$ cat src/rtl/adc_fmt_pkg.sv
// adc_fmt_pkg: shared encodings, polarity constants and lane-reorder helper
package adc_fmt_pkg;
  typedef enum logic [1:0] {CH1 = 2'b00, CH2 = 2'b01, CH4 = 2'b10} ch_mode_e;
  typedef enum logic [1:0] {PAT_ADC = 2'b00, PAT_RAMP = 2'b01, PAT_FIXED = 2'b10} pat_e;
  localparam logic [7:0] POL_XOR_NORM = 8'h7F;
  localparam logic [7:0] POL_XOR_INV = 8'h80;
  function automatic int lane_idx(input int j, input int c, input int lanes);
    return (j % c) * (lanes / c) + j / c;
  endfunction
endpackage

$ cat src/rtl/adc_lane_formatter_ctrl_sync.sv
// ctrl_sync: multi-flop synchroniser for slow control fields
module ctrl_sync #(
  parameter int W = 2,
  parameter int STAGES = 3
) (
  input  logic         clk,
  input  logic         rst,
  input  logic [W-1:0] d,
  output logic [W-1:0] q
);
  logic [STAGES*W-1:0] sr;
  // shift chain, newest sample enters at the bottom
  always_ff @(posedge clk or posedge rst)
    if (rst) sr <= '0;
    else sr <= {sr[(STAGES-1)*W-1:0], d};
  assign q = sr[STAGES*W-1 -: W];
endmodule

$ cat src/rtl/adc_lane_formatter.sv
// adc_lane_formatter: lane format/reorder, test patterns and beat packing
module adc_lane_formatter
  import adc_fmt_pkg::*;
#(
  parameter int LANES = 8,
  parameter int PACK = 2,
  parameter logic [LANES-1:0] LANE_POL_INV = 8'b0000_0100,
  parameter int SYNC_STAGES = 3
) (
  input  logic                    clk,
  input  logic                    rst,
  input  logic                    en,
  input  logic                    in_valid,
  input  logic [LANES*8-1:0]      in_data,
  input  logic [1:0]              ch_mode,
  input  logic [1:0]              pat_sel,
  output logic [LANES*8*PACK-1:0] out_data,
  output logic                    out_valid,
  input  logic                    out_ready,
  output logic                    overflow,
  input  logic                    overflow_clr,
  output logic [1:0]              active_mode
);
  localparam int BW = LANES * 8;
  localparam int CW = PACK > 1 ? $clog2(PACK) : 1;
  logic [1:0] ch_mode_s, pat_sel_s, mode_use;
  logic [CW-1:0] pack_cnt, nxt_cnt;
  logic [BW-1:0] fmt, beat_c, s1_data;
  logic [BW*PACK-1:0] pack_buf, word_c;
  logic [7:0] ramp_cnt;
  logic s1_valid, accept, last, word_done;

  ctrl_sync #(.W(2), .STAGES(SYNC_STAGES)) u_ch_sync (.clk(clk), .rst(rst), .d(ch_mode), .q(ch_mode_s));
  ctrl_sync #(.W(2), .STAGES(SYNC_STAGES)) u_pat_sync (.clk(clk), .rst(rst), .d(pat_sel), .q(pat_sel_s));

  // nxt_cnt==0 marks a word boundary: a beat accepted then starts a new word and may take the new mode
  always_comb begin
    accept = in_valid && en;
    last = pack_cnt == CW'(PACK - 1);
    word_done = en && s1_valid && last;
    nxt_cnt = !s1_valid ? pack_cnt : last ? '0 : pack_cnt + 1'b1;
    mode_use = nxt_cnt == '0 ? ch_mode_s : active_mode;
    word_c = pack_buf;
    word_c[(PACK-1)*BW +: BW] = s1_data;
  end

  for (genvar i = 0; i < LANES; i++) begin : g_lane
    assign fmt[8*i +: 8] = in_data[8*i +: 8] ^ (LANE_POL_INV[i] ? POL_XOR_INV : POL_XOR_NORM);
  end

  for (genvar j = 0; j < LANES; j++) begin : g_byte
    localparam int L2 = lane_idx(j, 2, LANES);
    localparam int L4 = lane_idx(j, 4, LANES);
    assign beat_c[8*j +: 8] = pat_sel_s == PAT_RAMP  ? ramp_cnt :
                              pat_sel_s == PAT_FIXED ? 8'(j * 17) :
                              mode_use == CH1        ? fmt[8*j +: 8] :
                              mode_use == CH2        ? fmt[8*L2 +: 8] : fmt[8*L4 +: 8];
  end

  // stage-1 beat register, pack buffer, ramp source and mode boundary tracking
  always_ff @(posedge clk or posedge rst)
    if (rst) begin
      s1_valid <= 1'b0;
      s1_data <= '0;
      pack_cnt <= '0;
      pack_buf <= '0;
      ramp_cnt <= '0;
      active_mode <= CH1;
    end else begin
      if (accept) s1_data <= beat_c;
      if (accept) ramp_cnt <= ramp_cnt + 8'd1;
      s1_valid <= accept;
      pack_cnt <= en ? nxt_cnt : '0;
      if (nxt_cnt == '0 || !en) active_mode <= ch_mode_s;
      for (int k = 0; k < PACK; k++)
        if (en && s1_valid && pack_cnt == CW'(k)) pack_buf[k*BW +: BW] <= s1_data;
    end

  // output register: hold until accepted, drop and flag a word that finds it occupied
  always_ff @(posedge clk or posedge rst)
    if (rst) begin
      out_data <= '0;
      out_valid <= 1'b0;
      overflow <= 1'b0;
    end else begin
      if (word_done && (!out_valid || out_ready)) begin
        out_data <= word_c;
        out_valid <= 1'b1;
      end else if (out_ready) out_valid <= 1'b0;
      overflow <= (word_done && out_valid && !out_ready) || (overflow && !overflow_clr);
    end
endmodule

$ cat config.mk
export PLATFORM = sky130hd
export DESIGN_NAME = adc_lane_formatter
export DESIGN_NICKNAME = d
export VERILOG_FILES = /design/src/rtl/adc_fmt_pkg.sv /design/src/rtl/adc_lane_formatter_ctrl_sync.sv /design/src/rtl/adc_lane_formatter.sv
export SDC_FILE = /design/constraint.sdc
export NUM_CORES = 1
export LEC_CHECK = 0
export CORE_UTILIZATION = 30
export CTS_CLUSTER_DIAMETER = 150
export CTS_CLUSTER_SIZE = 10
export DETAILED_ROUTE_END_ITERATION = 6
export GPL_ROUTABILITY_DRIVEN = 0
export GPL_TIMING_DRIVEN = 0
export PLACE_DENSITY = 0.51
export SYNTH_ARGS = -nofsm -noshare
export SYNTH_HDL_FRONTEND = slang
export SYNTH_HIERARCHICAL = 1
export SYNTH_SLANG_ARGS = --single-unit
$ cat constraint.sdc
create_clock -name clk -period 14.85 [get_ports clk]
set_input_delay 4.455 -clock clk [delete_from_list [all_inputs] [get_ports clk]]
set_output_delay 4.455 -clock clk [all_outputs]
set_load 0.02 [all_outputs]
Word level (Yosys, flattened, before mapping)
Cells that the tools add are included.
{ "totals": {"output_inout_bits": 132, "ff_bits": 282, "memories": 0, "ramBits": 0, "mem_bits_ro": 0, "latchBits": 0} }
{ "classes": {"div_mod_pow": 0, "multipliers": 0, "n_lt_le_gt_ge": 0, "reduce_logical": 17, "shifts": 0, "n_eq_ne": 3, "n_addsub": 2, "bitwise": 10, "muxes": 34} }
{ "ops": {"columns": ["cell", "n"], "rows": [
  ["8-bit two-way mux", 28],
  ["7-bit inverter", 7],
  ["8-bit by 1-bit adder with 8-bit output (second input constant)", 1],
  ["1-bit logical AND", 8],
  ["1-bit two-way mux", 5],
  ["2-bit by 1-bit equality test with 1-bit output (second input constant)", 2],
  ["1-bit logical NOT", 4],
  ["1-bit logical OR", 3],
  ["1-bit inverter", 3],
  ["2-bit equality test (second input constant)", 1],
  ["2-bit logical NOT", 1],
  ["2-bit two-way mux", 1],
  ["2-bit nonzero test", 1],
  ["1-bit adder (second input constant)", 1]
]} }

Longest topological paths before layout
Gate-level depths: netlist of run 1.
{ "logic_depth": {"word_depth": 9, "ltp_mapped": 8, "depth_no_buf": 5} }

Cells and area by module
Netlist of run 1, hierarchy kept.
{ "modules_own_cells": {"columns": ["module", "area_each_um2", "n_inst", "cells_per_inst"], "rows": [
  ["adc_lane_formatter", 11821.3, 1, 887],
  ["ctrl_sync", 168.9, 2, 9]
]} }

Least setup slack after synthesis of run 1
Ideal clock, no wire load.
{ "synth_path": {"kind": "input port to flip-flop", "from": "in in_valid", "to": "reg s1_data[24]", "path_slack_ps": 8898, "setup_ps": 148, "arrival_time_ps": 5804, "t_required_ps": 14702, "path_stages": 8, "cell_sequence": "clkbuf_1 > nand2_1 > inv_1 > clkbuf_1 > buf_1 > a31oi_1 > a21oi_1 > o31ai_1"} }
{ "synth_via": {"elab_chain_len": 1} }
{ "synth_lines": {"columns": ["item", "line", "text"], "rows": [
  ["from (decl)", "adc_lane_formatter.sv:13", "input logic in_valid,"],
  ["1-bit logical AND", "adc_lane_formatter.sv:38", "accept = in_valid && en;"],
  ["to (signal assigned)", "adc_lane_formatter.sv:70", "if (accept) s1_data <= beat_c;"],
  ["to (decl)", "adc_lane_formatter.sv:28", "logic [BW-1:0] fmt, beat_c, s1_data;"]
]} }
No other way between the ends.
A chain may end at the register's enable or synchronous reset.

Final worst setup path of run 1
{ "layout_path": {"from": "in en", "to": "reg pack_buf[42]"} }
{ "layout_via": {"elab_chain_len": 2} }
{ "layout_lines": {"columns": ["item", "line", "text"], "rows": [
  ["from (decl)", "adc_lane_formatter.sv:12", "input logic en,"],
  ["1-bit logical AND", null, null],
  ["1-bit logical AND", "adc_lane_formatter.sv:76", "if (en && s1_valid && pack_cnt == CW'(k)) pack_buf[k*BW +: BW] <= s1_data;"],
  ["to (signal, indexed assignment)", "adc_lane_formatter.sv:76", null],
  ["to (decl)", "adc_lane_formatter.sv:29", "logic [BW*PACK-1:0] pack_buf, word_c;"]
]} }
No other way between the ends.

==> results of run 1 <==
kinds of logic (layout without fill, tap and decap cells):
kind of cell | Yosys count | in the layout | synth area share
flip-flops | 282 | 282 | 0.580
multiplexers | 250 | 250 | 0.231
AO/OA/AOI/OAI | 161 | 161 | 0.0981
AND/OR/NAND/NOR | 118 | 118 | 0.0492
buffers and inverters | 82 | 326 | 0.0307
XOR/XNOR | 11 | 11 | 0.00947
adder cells (fa/ha/maj) | 1 | 1 | 0.00103
other | 0 | 2 | 0
cell usage in the layout, fill, tap and decap left out, types with 7 or more instances in the layout:
| master | n |
|---|---|
| nor2_1 | 37 |
| mux2_4 | 9 |
| buf_1 | 9 |
| mux2i_1 | 39 |
| xnor2_1 | 7 |
| nand2_1 | 19 |
| o21ai_0 | 7 |
| nor3_1 | 14 |
| and3_1 | 11 |
| a21oi_1 | 32 |
| clkdlybuf4s50_1 | 204 |
| inv_1 | 21 |
| a211oi_1 | 10 |
| o211ai_1 | 9 |
| buf_2 | 19 |
| clkbuf_16 | 37 |
| o22ai_1 | 15 |
| mux2_2 | 201 |
| a21o_1 | 12 |
| clkbuf_1 | 24 |
| dfrtp_1 | 282 |
| nand3b_1 | 9 |
cell usage after synthesis, types with 5 or more instances:
master	n	area [um^2]
a211oi_1	10	75.1
a21o_1	12	90.1
a21oi_1	32	160
a221o_1	6	60.1
a31oi_1	6	37.5
and3_1	11	68.8
buf_1	9	33.8
buf_2	19	95.1
buf_4	5	37.5
clkbuf_1	24	90.1
dfrtp_1	282	7060
inv_1	22	82.6
mux2_2	201	2260
mux2_4	9	135
mux2i_1	39	390
nand2_1	19	71.3
nand3_1	5	25.0
nand3b_1	9	67.6
nor2_1	37	139
nor3_1	14	70.1
nor3b_1	6	45.0
o211ai_1	9	67.6
o21a_1	6	45.0
o21ai_0	7	35.0
o22ai_1	15	93.8
o31a_1	6	52.6
o31ai_1	6	45.0
o32ai_1	6	52.6
xnor2_1	7	61.3
state kept, by name, summed over array words and instances (netlist names):
register       count
out_valid          1
u_pat_sync/sr      6
overflow           1
u_ch_sync/sr       6
pack_buf          64
active_mode        2
ramp_cnt           8
s1_data           64
last               1
s1_valid           1
out_data         128
cell type report:
class,count,area [um^2],share of cell area
inverter,22,90.1,0.00568
timing repair buffer,206,2100,0.132
sequential,282,7060,0.445
buffer,60,290,0.0183
antenna,2,5.00,0.000315
multi-input combinational,541,4730,0.298
tap,525,657,0.0414
clock buffer,37,926,0.0584
clock inverter,1,8.76,0.000552
metal layers:
metal  routed length, um  vias to the layer above  GRT usage
met5                  32                        -          0
met4                 937                        4     0.0591
met3                2170                       58     0.0452
met2               17500                      244      0.289
met1               17500                     4245      0.253
li1                    -                     3806          -
critical path, stage by stage:
cell	delay, ns
clkdlybuf4s50_1	0.45
buf_2	0.21
nand3b_1	0.10
clkbuf_1	0.75
clkbuf_1	0.65
mux2_2	0.41
through the flow:
stage	util	TNS, ns	instance area, um^2	setup slack [ns]
finish	0.398	0	15900	8.24
global route	0.398	0	15900	8.06
CTS	0.398	0	15900	8.26
detailed placement	0.375	0	14900	7.70
global placement	0.373	-280.98	14900	-1.06
floorplan	-	0	12200	2.96
power by group through the flow:
stage | clock network (mW) | logic (mW) | registers (mW)
final | 0.746 | 0.845 | 1.17
after global routing | 0.799 | 0.898 | 1.21
after CTS | 0.772 | 0.854 | 1.18
after detailed placement | 0 | 0.852 | 1.19
after global placement | 0 | 0.839 | 1.19
after floorplan | 0 | 0.313 | 1.29
path summary, 6_finish.rpt:
| kind | end | slack (ns) | cells after the start |
|---|---|---|---|
| max | pack_buf[42] | 8.24 | 6 |
| min | u_pat_sync/sr[4] | 0.34 | 0 |
| max reg2reg | s1_data[23] | 11.94 | 6 |
| min reg2reg | u_pat_sync/sr[4] | 0.34 | 0 |
| max in group asynchronous | pack_buf[54] | 9.09 | 4 |
| min in group asynchronous | u_pat_sync/sr[4] | 4.32 | 2 |
==> flow_summary.ini, run 1 <==
[clock_tree]
clock_path_buffers = 3
clk_pin_slew_worst_paths_ns = 0.06
cts_resized = 0
cts_buffers = 34
root_buffer = clkbuf_16
worstSkewPairLatency_ns = 0.53
h-tree-depth = 2
cts.sinks = 282
ctsHoldBuffers = 0
post-cts-setup-buffers = 0
tritoncts = done

[worst_setup_path]
cp-end-kind = register
critical_path_required_ns = 15.26
path_class = input pin to register
r2r_start = u_pat_sync/sr[4]
cp-start-kind = input pin
crit_fanout = 10
crit_arrival_ns = 7.02
cp-startpoint = en

[routing]
vias_per_cell = 4.99
drt_iter0_drc = 378
drt_first_pass_iters = 4
antenna_left = 0
wl_um = 38100
wire_per_inst_um = 22.7
drc = 0
vias = 8357

[grt]
track_usage = 0.186
grt_max_degree = 121
grt_pass1_wl_um = 56500
first_global_vias = 8606
antenna_found_initial = 4
gr-total-overflow = 0

[timing]
post-route-period-util = 0.445
hold_violations = 0
clock_skew_ns = 0.0177
fmax_mhz = 151
drv_slew = 0
rsz0062_at_grt = false
fin_crit_ns = 6.61
setup_violations = 0
fin_hold_ws_ns = 0.338
max-slew-margin-rel = 0.133
tightest_slew_ns = 1.30

[power_and_ir_drop]
p_leak_nw = 6.86
power_frac_comb = 0.306
power_density_nw_per_um2 = 174
clockPowerShare = 0.270
switching_power_mw = 0.872
p_total_mw = 2.76
peakVddDrop_uv = 93.0
power_frac_seq = 0.424
sw_frac_of_total = 0.315
p_int_mw = 1.89

[cells_and_area]
fillCellCount = 3912
synthToLayoutAreaGrowth_pct = 30.5
drive_gt1_frac = 0.249
nNetsFinal = 1222
layout.cells.non_filler = 1676

[floorplanning]
rows = 73
fp.coreArea_um2 = 39800
io_pins = 206
fp.dieH_um = 203
die-area_um2 = 41300
die_x_um = 203
start_util = 0.305

[yosys]
synth_nets = 980
synthCells = 905
synth_warnings = 6
yosysUniqueCellTypes = 54
syn_area_um2 = 12200
syn_area_per_cell_um2 = 13.4
async_flop_share = 1.00
synth_edf_count = 0
ys_seq_elements = 282
synth_seq_area_share = 0.580
synth_ff_type = dfrtp_1

[worst_hold_path]
hp-start = u_pat_sync/sr[2]
hold_path.class = register to register

[status]
outcome = finished clean

[place]
dp_cells = 1636
post-dp-hpwl_um = 28100
io_buffers = 204

[job]
cap_violations = 0
No activity file was read; power rests on OpenSTA's default activity.
==> inputs of run 2 (changes only) <==
==> constraint.sdc (replaced) <==
create_clock -name clk -period 6.9 [get_ports clk]
set_input_delay 2.07 -clock clk [delete_from_list [all_inputs] [get_ports clk]]
set_output_delay 2.07 -clock clk [all_outputs]
set_load 0.02 [all_outputs]
==> run 2 against run 1 <==
Sequential cell count did not move. Critical path depth increased by 3. Clock power increased by 120%. Sequential share of layout area down 0.21 points. Worst setup slack got worse by 5.6 ns. Non-clock buffer count grew 5. Worst hold slack got worse by 0.0024 ns. Die area did not move. Sequential power up 120%. Highest routed layer unchanged. Clock skew down 0.0015 ns. Register-to-register slack lost 7.9 ns.
==> flow_summary.ini, run 2 (synthesis results as in run 1) <==
[cells_and_area]
nNetsFinal = 1227
layout_commonest_cell = dfrtp_1
top_regs = out_data: 128 flops, pack_buf: 64 flops, s1_data: 64 flops
top_register = out_data
synthToLayoutAreaGrowth_pct = 31.1
largest_register_ffs = 128
fin_area_um2 = 15900
drive_gt1_frac = 0.251
final_cell_mix = 282 x dfrtp_1, 204 x clkdlybuf4s50_1, 201 x mux2_2

[timing]
fin_hold_ws_ns = 0.336
max-slew-margin-rel = 0.0249
post-route-period-util = 0.615
rsz0062_at_grt = false
fin_crit_ns = 4.24
setup_violations = 0
clock_skew_ns = 0.0163
tightest_slew_ns = 1.46
layout_setup_ws_ns = 2.66
tns_ns = 0
hold_violations = 0
fmax_mhz = 236
drv_slew = 0

[place]
post-dp-hpwl_um = 28700
postPlaceCellArea_um2 = 15000
io_buffers = 204
pre_cts_slack_ns = 2.18

[floorplanning]
die-area_um2 = 41300
fp.dieH_um = 203
die_x_um = 203
fp.coreArea_um2 = 39800
io_pins = 206
rows = 73
start_util = 0.305

[clock_tree]
post-cts-setup-buffers = 0
h-tree-depth = 2
clk_pin_slew_worst_paths_ns = 0.06
worstSkewPairLatency_ns = 0.54
root_buffer = clkbuf_16
clock_path_buffers = 3
cts.sinks = 282
cts_buffers = 34
ctsHoldBuffers = 0
tritoncts = done
cts_resized = 0

[worst_setup_path]
crit_fanout = 10
path_class = input pin to register
crit_arrival_ns = 4.60
cp_slowest_stage_delay_ns = 0.54
critical_path_required_ns = 7.26
cpMaxStageDelayCell = buf_1
cp-start-kind = input pin
cp-end-kind = register
r2r_slack_ns = 4.04
path_cells = clkdlybuf4s50_1 > buf_2 > nand2_1 > inv_1 > clkbuf_1 > buf_1 > a31oi_1 > a21oi_1 > o31ai_1

[routing]
wl_um = 38200
antenna_left = 0
drc = 0
vias = 8540
drt_iter0_drc = 468
vias_per_cell = 5.08
drt_first_pass_iters = 4
wire_per_inst_um = 22.8

[power_and_ir_drop]
p_leak_nw = 6.90
p_total_mw = 5.97
power_density_nw_per_um2 = 374
peakVddDrop_uv = 160

[grt]
gr-total-overflow = 0
grt_pass1_wl_um = 57700
grt_max_degree = 40
track_usage = 0.189
antenna_found_initial = 4
first_global_vias = 8797

[job]
cap_violations = 0

[worst_hold_path]
hold_path.class = register to register

[status]
outcome = finished clean
[run 2: per-stage QoR]
stage           util  std cells
2_1_floorplan      -        905
3_3_place_gp   0.373       1634
3_5_place_dp   0.377       1641
4_1_cts        0.400       1679
5_1_grt        0.400       1680
6_report       0.400       1680
[run 2: path summary, 6_finish.rpt]
kind / startpoint / end / depth (start not counted)
worst max-delay path: en / s1_data[44] / 9
worst max register to register: u_pat_sync/sr[4] / s1_data[35] / 6
worst min register to register: u_pat_sync/sr[2] / u_pat_sync/sr[4] / 0
max in group asynchronous: rst / out_data[106] / 4
min in group asynchronous: rst / u_pat_sync/sr[4] / 2
worst min-delay path: u_pat_sync/sr[2] / u_pat_sync/sr[4] / 0
[run 2: critical path: cells and delay by family]
family / cells / cell delay [ns]
buffers and inverters: 5 / 1.85
AO/OA/AOI/OAI: 3 / 0.38
AND/OR/NAND/NOR: 1 / 0.30
[run 2: power breakdown]
part / leakage, nW / switching, mW / internal (mW) / total (mW)
Combinational: 2.96 / 0.852 / 0.974 / 1.83
Sequential: 3.48 / 0.361 / 2.16 / 2.53
Clock: 0.460 / 0.675 / 0.940 / 1.61
Total: 6.90 / 1.89 / 4.08 / 5.97
[run 2: area by class of cell]
class / instances / area, um^2
Fill cell: 3873 / 23900
Sequential cell: 282 / 7060
Multi-Input combinational cell: 541 / 4730
Timing Repair Buffer: 211 / 2180
Clock buffer: 37 / 926
Tap cell: 525 / 657
Buffer: 60 / 290
Inverter: 22 / 86.3
Clock inverter: 1 / 8.76
Antenna cell: 1 / 2.50
[run 2: routing by layer]
metal  global-route usage  routed length, um  share of wire
met1                0.262              17700           0.46
met2                0.293              17500           0.46
met3               0.0356               1970          0.052
met4               0.0669               1030          0.027
met5                    0                 39         0.0010
==> inputs of run 3 (changes only) <==
--- a/config.mk
+++ b/config.mk
@@ -11,7 +11,7 @@
 export DETAILED_ROUTE_END_ITERATION = 6
 export GPL_ROUTABILITY_DRIVEN = 0
 export GPL_TIMING_DRIVEN = 0
-export PLACE_DENSITY = 0.51
+export PLACE_DENSITY = 0.53
 export SYNTH_ARGS = -nofsm -noshare
 export SYNTH_HDL_FRONTEND = slang
 export SYNTH_HIERARCHICAL = 1
==> constraint.sdc (replaced) <==
create_clock -name clk -period 3.55 [get_ports clk]
set_input_delay 1.065 -clock clk [delete_from_list [all_inputs] [get_ports clk]]
set_output_delay 1.065 -clock clk [all_outputs]
set_load 0.02 [all_outputs]
==> run 3 against run 2 <==
Clock-buffer cell count fell by 2. Global-route usage fell by 0.48 points. Power rose by 92%. Critical endpoint is now s1_data[40]. Highest routed layer unchanged. Routed wire length fell by 2.3%. Worst hold slack improved by 0.012 ns. Final area fell by 0.15%. Utilization fell by 0.060 points. Sequential power rose by 94%.
==> flow_summary.ini, run 3 (synthesis results as in run 1) <==
[timing]
setup_violations = 0
post-route-period-util = 0.907
fin_crit_ns = 3.22
fin_hold_ws_ns = 0.347
fmax_mhz = 311
layout_setup_ws_ns = 0.329
hold_violations = 0
tightest_slew_ns = 1.41
rsz0062_at_grt = false
tns_ns = 0
drv_slew = 0
clock_skew_ns = 0.0208
max-slew-margin-rel = 0.0558

[cells_and_area]
layout_commonest_cell = dfrtp_1
drive_gt1_frac = 0.251
final_cell_mix = 282 x dfrtp_1, 204 x clkdlybuf4s50_1, 201 x mux2_2
synthToLayoutAreaGrowth_pct = 30.9
fillCellCount = 3883
antenna_cells = 0
layout.cells.non_filler = 1679
top_register = out_data
nNetsFinal = 1228
largest_register_ffs = 128
fin_util = 0.400
top_regs = out_data: 128 flops, pack_buf: 64 flops, s1_data: 64 flops

[worst_hold_path]
hold_path_depth = 0
min_to = u_pat_sync/sr[4]
hold_path.class = register to register
hp-start = u_pat_sync/sr[2]

[clock_tree]
cts_resized = 0
clock_path_buffers = 3
tritoncts = done
clk_pin_slew_worst_paths_ns = 0.06
h-tree-depth = 2
cts.sinks = 282
post-cts-setup-buffers = 0
worstSkewPairLatency_ns = 0.51
ctsHoldBuffers = 0
root_buffer = clkbuf_16
cts_buffers = 34

[routing]
wl_um = 37300
drt_first_pass_iters = 5
drt_iter0_drc = 442
drc = 0
vias = 8446
wire_per_inst_um = 22.2
vias_per_cell = 5.03
antenna_left = 0

[worst_setup_path]
critical_path_required_ns = 3.88
crit_fanout = 10
r2r_start = u_pat_sync/sr[4]
r2r_slack_ns = 0.72
cp-end-kind = register
reg2regPathDepth = 6
crit_arrival_ns = 3.55
path_class = input pin to register
reg2reg_to = s1_data[35]
cp-start-kind = input pin

[power_and_ir_drop]
switching_power_mw = 3.62
peakVddDrop_uv = 314
p_leak_nw = 6.89
p_int_mw = 7.84
power_density_nw_per_um2 = 720
clockPowerShare = 0.263
power_frac_seq = 0.428
power_frac_comb = 0.309
sw_frac_of_total = 0.316

[grt]
track_usage = 0.184
grt_max_degree = 41
global_route.usage.met2 = 0.287
antenna_found_initial = 1
first_global_vias = 8749
use_met1 = 0.258
use_met3 = 0.0331
grt_pass1_wl_um = 56700
gr-total-overflow = 0
busiest_layer = met2

[floorplanning]
die_x_um = 203
die-area_um2 = 41300
rows = 73
fp.dieH_um = 203
fp.coreArea_um2 = 39800
io_pins = 206
start_util = 0.305

[status]
outcome = finished clean

[place]
pre_cts_slack_ns = -0.195
dp_cells = 1642
io_buffers = 204
post-dp-hpwl_um = 28400

[job]
cap_violations = 0
==> run 3: cell count changes in the layout (fill, tap and decap cells not counted), sizes merged <==
cell | before | now
buf | 43 | 44
diode | 1 | 0
inv | 22 | 23
clkbuf | 61 | 59
==> run 3: area by class of cell <==
type / instances / area (um^2) / share of cell area
sequential: 282 / 7060 / 0.443
multi-input combinational: 541 / 4730 / 0.297
timing repair buffer: 212 / 2200 / 0.138
clock buffer: 35 / 876 / 0.0550
tap: 525 / 657 / 0.0413
buffer: 60 / 290 / 0.0182
inverter: 22 / 86.3 / 0.00542
clock inverter: 2 / 17.5 / 0.00110
==> run 3: worst max-delay path by stage <==
stage               startpoint             end  slack, ns
finish                      en     s1_data[40]       0.33
global route                en     s1_data[40]       0.22
CTS                         en    pack_buf[21]       0.33
detailed placement          en    pack_buf[21]      -0.19
global placement           rst    out_data[51]      -3.35
floorplan                  rst  active_mode[0]      -1.08
==> run 3: power by group through the flow <==
stage          combinational [mW]  sequential (mW)  clock, mW
6_report                     3.55             4.90       3.01
5_1_grt                      3.78             5.04       3.23
4_1_cts                      3.59             4.93       3.11
3_5_place_dp                 3.58             4.98          0
3_3_place_gp                 3.50             4.97          0
2_1_floorplan                1.31             5.39          0
==> run 3: metal layers <==
layer  part of all wire  vias to the layer above  routed length [um]
li1                   -                     3823                   -
met1               0.46                     4322               17000
met2               0.46                      238               17300
met3              0.051                       61                1890
met4              0.029                        2                1080
met5            0.00038                        -                  14
==> run 3: worst max-delay path, stage by stage <==
cell,delay [ns]
clkdlybuf4s50_1,0.52
buf_2,0.23
nand2_1,0.28
inv_1,0.14
clkbuf_1,0.43
buf_1,0.49
a31oi_1,0.15
a21oi_1,0.14
o31ai_1,0.09
==> run 3: metrics by stage <==
stage	cell area, um^2	total power [mW]
final	15900	11.5
after global routing	15900	12.1
after CTS	15900	11.6
after detailed placement	15000	8.56
after global placement	14900	8.47
after floorplan	12200	6.70
